==> src/rtl/vend_sequencer_pkg.sv <==
`default_nettype none
// ============================================================================
// vend_sequencer_pkg : coin codes and state encoding for the vending front end
// Rev 1.0
// ============================================================================
package vend_sequencer_pkg;

  localparam logic [1:0] COIN_NONE = 2'b00;
  localparam logic [1:0] COIN_05   = 2'b01;
  localparam logic [1:0] COIN_10   = 2'b10;
  localparam logic [1:0] COIN_BAD  = 2'b11;

  typedef enum logic [1:0] {
    ST_IDLE     = 2'd0,
    ST_DISPENSE = 2'd1,
    ST_CHANGE   = 2'd2,
    ST_FAULT    = 2'd3
  } vend_state_t;

endpackage
`default_nettype wire

==> src/rtl/vend_timeout.sv <==
`default_nettype none
// ============================================================================
// vend_timeout : clear/enable cycle counter that flags when TIMEOUT is reached
// Rev 1.0
// ============================================================================
module vend_timeout #(
  parameter int TO_W    = 8,
  parameter int TIMEOUT = 200
) (
  input  logic clk,
  input  logic rst,
  input  logic clr,
  input  logic en,
  output logic expired
);

  localparam logic [TO_W-1:0] LIMIT = TO_W'(TIMEOUT);

  logic [TO_W-1:0] cnt;

  // Saturates at LIMIT so a stalled wait can never wrap back to "fresh".
  always_ff @(posedge clk or posedge rst) begin
    if (rst)
      cnt <= '0;
    else if (clr)
      cnt <= '0;
    else if (en && (cnt != LIMIT))
      cnt <= cnt + TO_W'(1);
  end

  assign expired = en && (cnt == LIMIT);

endmodule
`default_nettype wire

==> src/rtl/vend_sequencer.sv <==
`default_nettype none
// ============================================================================
// vend_sequencer : coin gating, actuator handshakes, stock tracking and fault
// Rev 1.0
// ============================================================================
module vend_sequencer
  import vend_sequencer_pkg::*;
#(
  parameter int CNT_W      = 4,
  parameter int STOCK_INIT = 8,
  parameter int TO_W       = 8,
  parameter int TIMEOUT    = 200
) (
  input  logic             clk,
  input  logic             rst,
  input  logic [1:0]       coin_in,
  input  logic             sell,
  input  logic             change,
  input  logic             motor_done,
  input  logic             chg_done,
  input  logic             restock,
  input  logic [CNT_W-1:0] restock_cnt,
  output logic [1:0]       coins_out,
  output logic             coin_reject,
  output logic             motor_req,
  output logic             chg_req,
  output logic             busy,
  output logic             sold_out,
  output logic             fault,
  output logic [CNT_W-1:0] stock
);

  vend_state_t      state, state_n;
  logic             chg_pend, chg_pend_n;
  logic             dec, to_clr, to_en, expired, violation, accept;
  logic [CNT_W-1:0] add, stock_n;
  logic [CNT_W:0]   sum;

  vend_timeout #(.TO_W(TO_W), .TIMEOUT(TIMEOUT)) u_timeout (
    .clk     (clk),
    .rst     (rst),
    .clr     (to_clr),
    .en      (to_en),
    .expired (expired)
  );

  assign accept    = (state == ST_IDLE) && !sell && !sold_out;
  assign coins_out = (accept && (coin_in != COIN_BAD)) ? coin_in : COIN_NONE;
  assign violation = (change && !sell) || (sell && (state != ST_IDLE));
  assign to_en     = (state == ST_DISPENSE) || (state == ST_CHANGE);

  always_comb begin
    state_n    = state;
    chg_pend_n = chg_pend;
    dec        = 1'b0;
    to_clr     = 1'b0;
    case (state)
      ST_IDLE: begin
        if (violation) begin
          state_n = ST_FAULT;
        end else if (sell) begin
          state_n    = ST_DISPENSE;
          chg_pend_n = change;
          to_clr     = 1'b1;
        end
      end
      ST_DISPENSE: begin
        if (violation) begin
          state_n = ST_FAULT;
        end else if (motor_done) begin
          dec = 1'b1;
          if (chg_pend) begin
            state_n = ST_CHANGE;
            to_clr  = 1'b1;
          end else begin
            state_n = ST_IDLE;
          end
        end else if (expired) begin
          state_n = ST_FAULT;
        end
      end
      ST_CHANGE: begin
        if (violation) begin
          state_n = ST_FAULT;
        end else if (chg_done) begin
          state_n    = ST_IDLE;
          chg_pend_n = 1'b0;
        end else if (expired) begin
          state_n = ST_FAULT;
        end
      end
      default: state_n = ST_FAULT;
    endcase
  end

  // Decrement is suppressed only when it would underflow an empty stock.
  assign add     = restock ? restock_cnt : '0;
  assign sum     = {1'b0, stock} + {1'b0, add}
                 - {{CNT_W{1'b0}}, (dec && ((stock != '0) || (add != '0)))};
  assign stock_n = sum[CNT_W] ? {CNT_W{1'b1}} : sum[CNT_W-1:0];

  always_ff @(posedge clk or posedge rst) begin
    if (rst) begin
      state       <= ST_IDLE;
      chg_pend    <= 1'b0;
      stock       <= CNT_W'(STOCK_INIT);
      sold_out    <= (STOCK_INIT == 0);
      coin_reject <= 1'b0;
      motor_req   <= 1'b0;
      chg_req     <= 1'b0;
      busy        <= 1'b0;
      fault       <= 1'b0;
    end else begin
      state       <= state_n;
      chg_pend    <= chg_pend_n;
      stock       <= stock_n;
      sold_out    <= (stock_n == '0);
      coin_reject <= (coin_in != COIN_NONE) && (!accept || (coin_in == COIN_BAD));
      motor_req   <= (state_n == ST_DISPENSE);
      chg_req     <= (state_n == ST_CHANGE);
      busy        <= (state_n != ST_IDLE);
      fault       <= (state_n == ST_FAULT);
    end
  end

endmodule
`default_nettype wire

==> config.mk <==
export PLATFORM = sky130hd
export DESIGN_NAME = vend_sequencer
export DESIGN_NICKNAME = d
export VERILOG_FILES = /design/src/rtl/vend_sequencer_pkg.sv /design/src/rtl/vend_timeout.sv /design/src/rtl/vend_sequencer.sv
export SDC_FILE = /design/constraint.sdc
export NUM_CORES = 1
export LEC_CHECK = 0
export ABC_AREA = 1
export CORE_UTILIZATION = 53
export CTS_CLUSTER_DIAMETER = 80
export DETAILED_ROUTE_END_ITERATION = 10
export PLACE_DENSITY = 0.88
export SLEW_MARGIN = 20
export SYNTH_ARGS = -nofsm -noshare
export SYNTH_HDL_FRONTEND = slang
export SYNTH_SLANG_ARGS = --single-unit
==> constraint.sdc <==
create_clock -name clk -period 3 [get_ports clk]
set_input_delay 0.3 -clock clk [delete_from_list [all_inputs] [get_ports clk]]
set_output_delay 0.3 -clock clk [all_outputs]
set_load 0.02 [all_outputs]
---- After elaboration in Yosys (flattened, before gate mapping) ----
Cells that the tools add are included.
word-level totals
  logic and storage cells ................. 80
  bits in latches ......................... 0
  memories ................................ 0
  output and inout bits ................... 12
  bits in writable memories ............... 0
  flip-flop bits (word level) ............. 21
  bits in read-only memories .............. 0
operators by class
  eq/ne operators ......................... 13
  bitwise operators ....................... 0
  order comparisons ....................... 0
  shifts and indexed selects .............. 0
  muxes and demuxes ....................... 28
  divide/modulo/power cells ............... 0
  reductions and logical operators ........ 26
  $add $sub $neg .......................... 3
  multipliers ............................. 0
operators with widths
  kind                 number
  $mux 2               9
  $mux 8               2
  $mux 1               12
  $ne 2x2->1 const B   5
  $reduce_bool 2->1    5
  $logic_and 1x1->1    9
  $add 8x1->8 const B  1
  $eq 2x2->1 const B   4
  $eq 8x8->1 const B   1
  $mux 4               2
  $ne 8x8->1 const B   1
  $reduce_bool 4->1    2
  $pmux 2 s3           1
  $add 4x4->5          1
  $reduce_and 5->1     1
  $sub 5x1->5          1
  $eq 2x1->1 const B   2
  $logic_not 4->1      1
  $logic_or 1x1->1     4
  $pmux 1 s2           2
  $logic_not 1->1      3
  $logic_not 2->1      1

---- Longest topological paths before layout ----
Gate-level depths: netlist of the first run.
  word-level depth ........................ 9
  depth in mapped cells ................... 20

---- Cells and area by module ----
Synthesis of the first run repeated with hierarchy kept, for this count alone.
unflattened totals
  cell total of the unflattened synthesis .. 210
  area, all modules ....................... 1541.5 um^2
modules (own cells, without submodules)
  module          cells an instance  area an instance (um^2)  instances
  vend_sequencer  133                1003.5                   1
  vend_timeout    77                 538.0                    1

---- Least setup slack after synthesis of the first run ----
OpenSTA, ideal clock, no wires.
  path type ............................... flip-flop to flip-flop
  from .................................... reg state[1]
  to ...................................... reg sold_out
  setup slack ............................. 438 ps
  library setup time ...................... 71 ps
  period minus slack after synthesis ...... 2562 ps
  path buffers ............................ 0
  stages on the path, launching flop included .. 21
  arrival time ............................ 2490 ps
  cells stage by stage .................... dfrtp_1 inv_1 ha_1 inv_2 nand2_1 nand2_1 inv_2 nand3_1 a21oi_1 ha_1 inv_1 ha_1 inv_1 fa_1 inv_1 nand3_1 nand2_1 nand2_1 nand2_1 nand3_1 nor2_1
between the ends
  cells in the longest elaborated chain, start to end .. 9
ends and longest elaborated chain
  element                 line                   RTL
  start, declared         vend_sequencer.sv:33   vend_state_t state, state_n;
  start signal, assigned  vend_sequencer.sv:114  state <= state_n;
  $reduce_bool 2->1       vend_sequencer.sv:49   assign violation = (change && !sell) || (sell && (state != ST_IDLE));
  $logic_and 1x1->1       vend_sequencer.sv:49
  $logic_or 1x1->1        vend_sequencer.sv:49
  $mux 1                  vend_sequencer.sv:68   if (violation) begin
  $mux 1 (*)              vend_sequencer.sv:57   case (state)
  $logic_and 1x1->1 (*)   vend_sequencer.sv:99   - {{CNT_W{1'b0}}, (dec && ((stock != '0) || (add != '0)))};
  $sub 5x1->5 (*)         vend_sequencer.sv:99
  $mux 4 (*)              vend_sequencer.sv:100  assign stock_n = sum[CNT_W] ? {CNT_W{1'b1}} : sum[CNT_W-1:0];
  $logic_not 4->1 (*)     vend_sequencer.sv:117  sold_out <= (stock_n == '0);
  end signal, assigned    vend_sequencer.sv:107  sold_out <= (STOCK_INIT == 0);
  end signal, assigned    vend_sequencer.sv:117
  end, declared           vend_sequencer.sv:28   output logic sold_out,
Every way passes the cells marked *; elsewhere a longest branch is shown, timed or not.
A chain may end at the register's enable or synchronous reset.

---- Worst setup path in the final report of the first run ----
  from .................................... reg state[0]
  to ...................................... reg sold_out
Same word-level chain as after synthesis.

==> summary.txt, run 1 <==
Status
  • Status: complete, no violations

Pwr
  • Cell Pwr Density: 429 mW/mm^2
  • Peak supply drop: 0.389 mV
  • Pleak: 1.02 nW
  • Pwr Total: around 0.00079 W

Logic synthesis
  • Compound-gate portion of the synthesized area: 0.0317
  • Post-Synth Adder-Cell Area: 0.130
  • Count of unique library cells instantiated by Yosys: 24
  • YS warnings: 0
  • Simple-gate share of the synthesized area: 0.354
  • Mapped cell area: 0.00150 mm^2
  • Synth area leader: dfrtp_1
  • Post-synthesis xor/xnor area fraction: 0.0175
  • Mapped Nets: around 240
  • Seq/Total Area, Yosys: 0.351
  • Synth Instances: 210
  • Register bit total from synthesis: 21
  • Post-synthesis mux area share: 0
  • Synthesized area per cell: 7.14 um^2
  • Ranking of synthesized cells by area: dfrtp_1, nand2_1, ha_1, inv_1, nand3_1
  • Synth top area share: 0.334
  • Largest family of logic cells by synthesized area: simple AND/OR/NAND/NOR gates

Layout
  • Layout cell share with drive strength beyond 1: 0.0917
  • Final instance area: 0.00184 mm^2
  • Antenna cells: 0
  • Nets: about 270
  • P&R area growth vs syn: 22.4%
  • Filler cell count: 223

Timing
  • Final worst-path cycle share: 0.907
  • Fmax achieved: 367 MHz
  • Setup TNS: 0 ps
  • Slew margin rel.: 0.477
  • Min cycle time layout: 2720 ps
  • Slew Limit Fails: 0
  • RSZ-0062 raised after global routing: false
  • Clk_skew: slightly above 8 ps
  • Worst-margin pin slew: 784 ps
  • Fin. Hold Viols: 0
  • Setup violators final: 0
  • Hold Slack: 412 ps

Detailed routing
  • Post-route ant nets: 0
  • DRC viols: 0
  • Detailed Route WL: 2930 um
  • Via density: 5.14
  • Total vias in the final route: 1388
  • Drt wl/cell: 10.8 um
  • DRT Pass-1 Iters: 4
  • Iteration-0 DRC Markers: 30

Worst setup path
  • CP most frequent cell: nand2_1
  • Crit path DAT: 2980 ps
  • CP Capture Type: flop
  • Critical setup path kind: flop to flop
  • Worst-path cell chain: inv_2 > ha_4 > inv_2 > nand2_1 > nand2_1 > inv_2 > nand3_1 > a21oi_1 > ha_1 > inv_1 > ha_1 > inv_1 > fa_1 > inv_1 > nand3_1 > nand2_1 > nand2_1 > nand2_2 > nand3_1 > nor2_1
  • Startpoint Class: flop
  • Crit-path max cell delay: 440 ps
  • Crit Path Max Fanout: 6
  • Crit path max-delay cell type: dfrtp_1
  • CP Data Required Time: 3260 ps

Place
  • Detail Placement HPWL: 2280 um
  • Port Buffers: 24
  • Post-DP Area: roughly 0.0018 mm^2
  • Gpl congestion: between 0.8 and 0.9

Floorplanning
  • Die Span Y: 55.2 um
  • Num rows: 18
  • Initial core utilization: 0.584
  • Die X-Extent: roughly 55 um
  • Core Region: between 0.002 and 0.003 mm^2
  • # IOs: 25
  • Die Area: 0.00305 mm^2

Global routing
  • Overflow after GRT: 0
  • Pin count of the biggest net entering global routing: 22
  • Vias in the first global route: approximately 1300
  • GRT Total Usage: 0.206
  • First-pass GRT wire length: ~5000 um
  • Initial antenna violation count: 0

Clocking
  • Clock Tree Buf Depth: 2
  • CTS H-tree depth: 1
  • Cts hold-fix bufs: 0
  • Total CTS buffers: 3
  • Clock slew at reported path FFs: 120 ps
  • CTS tree: yes
  • Worst skew pair latency: ~320 ps
  • Clk sinks: 21
  • Root buf cell: clkbuf_4

Min path
  • Min-Delay Path Class: input pin to asynchronous set/reset pin

Job
  • Max Cap Viol: 0
## layer usage
layer  part of all wire  wire (um)  global-route usage  up-vias
li1                   -          -                   -      707
met1               0.46       1360               0.274      640
met2               0.47       1380               0.349       36
met3              0.052        153              0.0351        5
met4              0.012         35              0.0500        0
met5                  0          0                   0        -
## critical path: cells and delay by family, from the launching register on
family,cells,cell delay [ps]
flops,1,440
compound gates,1,130
buf+inv,6,430
simple gates,9,710
fa+ha+maj,4,970
## layout by cell type, fill, tap and decap left out, drive strengths merged
master	count
a21oi	4
buf	2
clkbuf	4
clkdlybuf4s50	24
clkinv	1
dfrtp	20
dfstp	1
fa	1
ha	14
inv	45
nand2	67
nand3	21
nand3b	1
nand4	6
nor2	19
nor4	1
o21a	1
o21ai	4
or2	1
xor2	3
## through the flow
step	utilization	setup WS [ps]	cells
after floorplan	-	438	210
after global placement	0.692	221	264
after detailed placement	0.692	71.5	264
after CTS	0.703	74.7	268
after global routing	0.715	13.5	270
final	0.715	278	270
## power breakdown
part | switching (W) | internal, W
clock | 0.0000917 | 0.0000520
sequential | 0.0000156 | 0.000307
combinational | 0.000185 | 0.000136
total | 0.000292 | 0.000495
## registers in the layout, indices dropped and copies added (netlist names)
register / count
fault: 1
sold_out: 1
motor_req: 1
coin_reject: 1
u_timeout.cnt: 8
state: 2
stock: 4
chg_pend: 1
busy: 1
chg_req: 1
## cell usage after synthesis, drive strengths merged
cell     n
dfstp    1
a21oi    4
nand2   67
ha      14
xor2     3
nand4    6
nor2    19
nand3b   1
fa       1
dfrtp   20
nand3   21
o21ai    4
o21a     1
inv     45
or2      1
nor4     1
clkinv   1
## cells by family (layout without fill, tap and decap cells)
kind of cell,Yosys count,in the layout
XOR/XNOR,3,3
flip-flops,21,21
AND/OR/NAND/NOR,116,116
buffers and inverters,46,76
adder cells (fa/ha/maj),15,15
AO/OA/AOI/OAI,9,9
## what timing repair did
action                                  4_1_cts  5_1_grt
setup buffers                                 0        2
endpoints found under the setup margin        0        5
gates resized for setup                       0        6
## final timing paths
path	to	cells after the start	start	slack [ps]
max	sold_out	20	state[0]	280
min	coin_reject	2	rst	410
max reg2reg	sold_out	20	state[0]	280
min reg2reg	chg_pend	2	chg_pend	510
max in group asynchronous	state[1]	2	rst	2060
min in group clk	chg_pend	2	chg_pend	510
## final cells by class
type / instances / area (um^2) / share of cell area
well taps: 30 / 37.5 / 0.0204
clock buffers: 4 / 26.3 / 0.0143
repair buffers: 26 / 255 / 0.139
multi-input cells: 143 / 816 / 0.444
inverters: 46 / 173 / 0.0941
flip-flops and latches: 21 / 528 / 0.288
(Power assumes the default switching activity.)
==> run 2, diff against run 1 <==
PLACE_DENSITY = 0.87   (was 0.88)
SYNTH_HIERARCHICAL = 1   (was unset)
==> run 2 against run 1 <==
  * Wire length is 9.9% higher
  * Design area rose by 3.1%
  * Critical path type unchanged
  * Synthesized cell count stayed put
  * Global-route usage up 0.58 points
  * Critical path depth decreased by 5
  * Sequential power increased by 3%
  * Maximum frequency decreased by 1.8%
  * Clock power is 5% lower
  * First-iteration DRC count rose by 57%
  * Power rose by 6.6%
  * Non-clock buffer count is 1 higher
  * Sequential cell count stayed put
==> summary.txt, run 2 <==
Worst setup path
  • CP most frequent cell: inv_1
  • Crit path DAT: approximately 3000 ps
  • Crit-path max cell delay: 450 ps
  • CP Capture Type: flop
  • R2r worst-path depth: 15
  • Crit path max-delay cell type: dfrtp_2
  • Reg2reg end: stock[2]
  • Startpoint Class: flop
  • Critical setup path kind: flop to flop
  • Worst-path cell chain: inv_1 > ha_4 > nand2_4 > nand2_4 > nand3_2 > a21oi_2 > ha_1 > inv_1 > ha_1 > inv_1 > fa_1 > nand3b_1 > nand3_1 > and2_1 > nand2_1
  • Reg2Reg Setup Slack: 230 ps
  • CP Data Required Time: 3200 ps
  • Worst r2r src: state[0]
  • Crit Path Max Fanout: 6

Pwr
  • Peak supply drop: ~0.49 mV
  • Pleak: 0.951 nW
  • Cell Pwr Density: about 440 mW/mm^2

Detailed routing
  • DRC viols: 0
  • Drt wl/cell: around 12 um
  • Total vias in the final route: 1366
  • Post-route ant nets: 0
  • Via density: 5.02
  • DRT Pass-1 Iters: 4
  • Iteration-0 DRC Markers: 47
  • Detailed Route WL: 3220 um

Logic synthesis
  • Number of flops mapped to enable cells by yosys: 0
  • Largest family of logic cells by synthesized area: simple AND/OR/NAND/NOR gates
  • Mapped Nets: between 200 and 250
  • Post-Synth Adder-Cell Area: 0.127
  • Ranking of synthesized cells by area: dfrtp_1, nand2_1, ha_1, inv_1, nand3_1
  • Simple-gate share of the synthesized area: 0.360
  • Synth area leader: dfrtp_1
  • Post-synthesis mux area share: 0
  • Synthesized area per cell: 7.34 um^2
  • Synth top area share: 0.325
  • Top_reg_cell synth: dfrtp_1
  • Synth async-reset ratio: 1.00
  • Count of unique library cells instantiated by Yosys: 32
  • Synth cell count leaders: nand2_1, inv_1, nor2_1
  • Seq/Total Area, Yosys: 0.342
  • YS warnings: 6
  • Count leader, synth: nand2_1
  • Register bit total from synthesis: 21
  • Mapped cell area: about 0.0015 mm^2
  • Compound-gate portion of the synthesized area: 0.0511
  • Post-synthesis xor/xnor area fraction: 0.0170
  • Synth Instances: 210

Timing
  • Setup violators final: 0
  • Clk_skew: about 9.8 ps
  • Fin. Hold Viols: 0
  • Fmax achieved: 361 MHz
  • Slew margin rel.: 0.652
  • Worst-margin pin slew: 521 ps
  • Slew Limit Fails: 0
  • Final worst-path cycle share: 0.924
  • Min cycle time layout: about 2800 ps

Clocking
  • Clock Tree Buf Depth: 2
  • Clock slew at reported path FFs: about 120 ps
  • Worst skew pair latency: ~310 ps
  • CTS tree: yes
  • Clk sinks: 21
  • Root buf cell: clkbuf_4
  • Cts hold-fix bufs: 0
  • Total CTS buffers: 3
  • CTS H-tree depth: 1

Floorplanning
  • Core Region: approximately 0.0028 mm^2
  • Initial core utilization: 0.559
  • Die Span Y: 55.9 um
  • # IOs: 25
  • Num rows: 19
  • Die X-Extent: 55.9 um
  • Die Area: around 0.0031 mm^2

Place
  • Post-DP Area: 0.00183 mm^2
  • Detail Placement HPWL: 2490 um
  • Port Buffers: 24
  • Gpl congestion: 0.929

Layout
  • Largest registers: u_timeout/cnt x8, stock x4, state x2
  • Most frequent cells in the layout: nand2_1, inv_1, clkdlybuf4s50_1
  • Final instance area: 0.00189 mm^2
  • Reg with most FFs: u_timeout/cnt
  • Antenna cells: 0
  • Most common cell after layout, fill and taps aside: nand2_1
  • Filler cell count: 220
  • Layout cell share with drive strength beyond 1: 0.129
  • Area of the multi-input gates: 877 um^2
  • Final core utilization: 0.686
  • Nets: 270
  • Seq. cell area: 528 um^2
  • P&R area growth vs syn: 22.8%
  • Max reg flops: 8

Global routing
  • GRT Total Usage: 0.212
  • Vias in the first global route: 1255
  • First-pass GRT wire length: 5290 um
  • Pin count of the biggest net entering global routing: 14
  • Overflow after GRT: 0
  • Initial antenna violation count: 0

Min path
  • Min-Delay Path Class: input pin to asynchronous set/reset pin

Job
  • Max Cap Viol: 0

Status
  • Status: complete, no violations
-- run 2: cell count changes after synthesis, sizes merged --
cell / previous run / this run
inv: 45 / 40
clkinvlp: 0 / 1
nor3: 0 / 3
nand3: 21 / 22
nand2: 67 / 55
xnor2: 0 / 1
xor2: 3 / 2
a21oi: 4 / 6
nand3b: 1 / 2
nor2: 19 / 27
and2: 0 / 1
o21ai: 4 / 6
or2: 1 / 2
nand4: 6 / 3
-- run 2: cells by family after synthesis --
logic type / Yosys count
AO/OA/AOI/OAI: 13
XOR/XNOR: 3
adder cells (fa/ha/maj): 15
AND/OR/NAND/NOR: 116
flip-flops: 21
buffers and inverters: 42
-- run 2: layer usage --
layer,part of all wire,global-route usage
met2,0.50,0.375
met3,0.048,0.0605
met5,0,0
met4,0,0.0244
met1,0.45,0.266
-- run 2: worst max-delay path, delay by kind of cell, from the launching register on --
kind,cells,cell delay (ps)
compound gates,1,120
fa+ha+maj,4,1000
buf+inv,3,270
flops,1,450
simple gates,7,850
-- run 2: through the flow --
step	std cells	setup TNS (ps)	total power (W)	hold slack (ps)	setup slack [ps]
6_report	272	0	0.000839	246	228
3_5_place_dp	266	0	0.000708	520	103
4_1_cts	270	0	0.000846	246	70.4
3_3_place_gp	266	0	0.000697	514	238
2_1_floorplan	210	0	0.000591	116	423
5_1_grt	272	-0.932	0.000913	264	-0.932
-- run 2: repair_timing --
item / 4_1_cts / 5_1_grt
endpoints found under the setup margin: 0 / 5
buffers inserted: 0 / 2
gates resized for setup: 0 / 5
-- run 2: power breakdown --
group / switching, W / internal [W] / leakage, nW
clock network: 0.0000871 / 0.0000498 / 0.0177
registers: 0.0000200 / 0.000314 / 0.253
logic: 0.000206 / 0.000162 / 0.680
total: 0.000313 / 0.000526 / 0.951
-- run 2: layout make-up --
cell class,instances,area share
clock buffers,3,0.0119
inverters,42,0.0839
well taps,31,0.0205
repair buffers,27,0.139
clock inverters,1,0.00264
flip-flops and latches,21,0.279
multi-input cells,147,0.463
-- run 2: worst max path at each step --
stage	startpoint	end	slack [ps]	cells after the start
detailed placement	sell	stock[2]	100	15
global placement	change	stock[2]	240	15
floorplan	state[0]	stock[1]	420	15
CTS	state[0]	stock[2]	70	15
global route	state[0]	stock[2]	-0.9	15
finish	state[0]	stock[2]	230	15
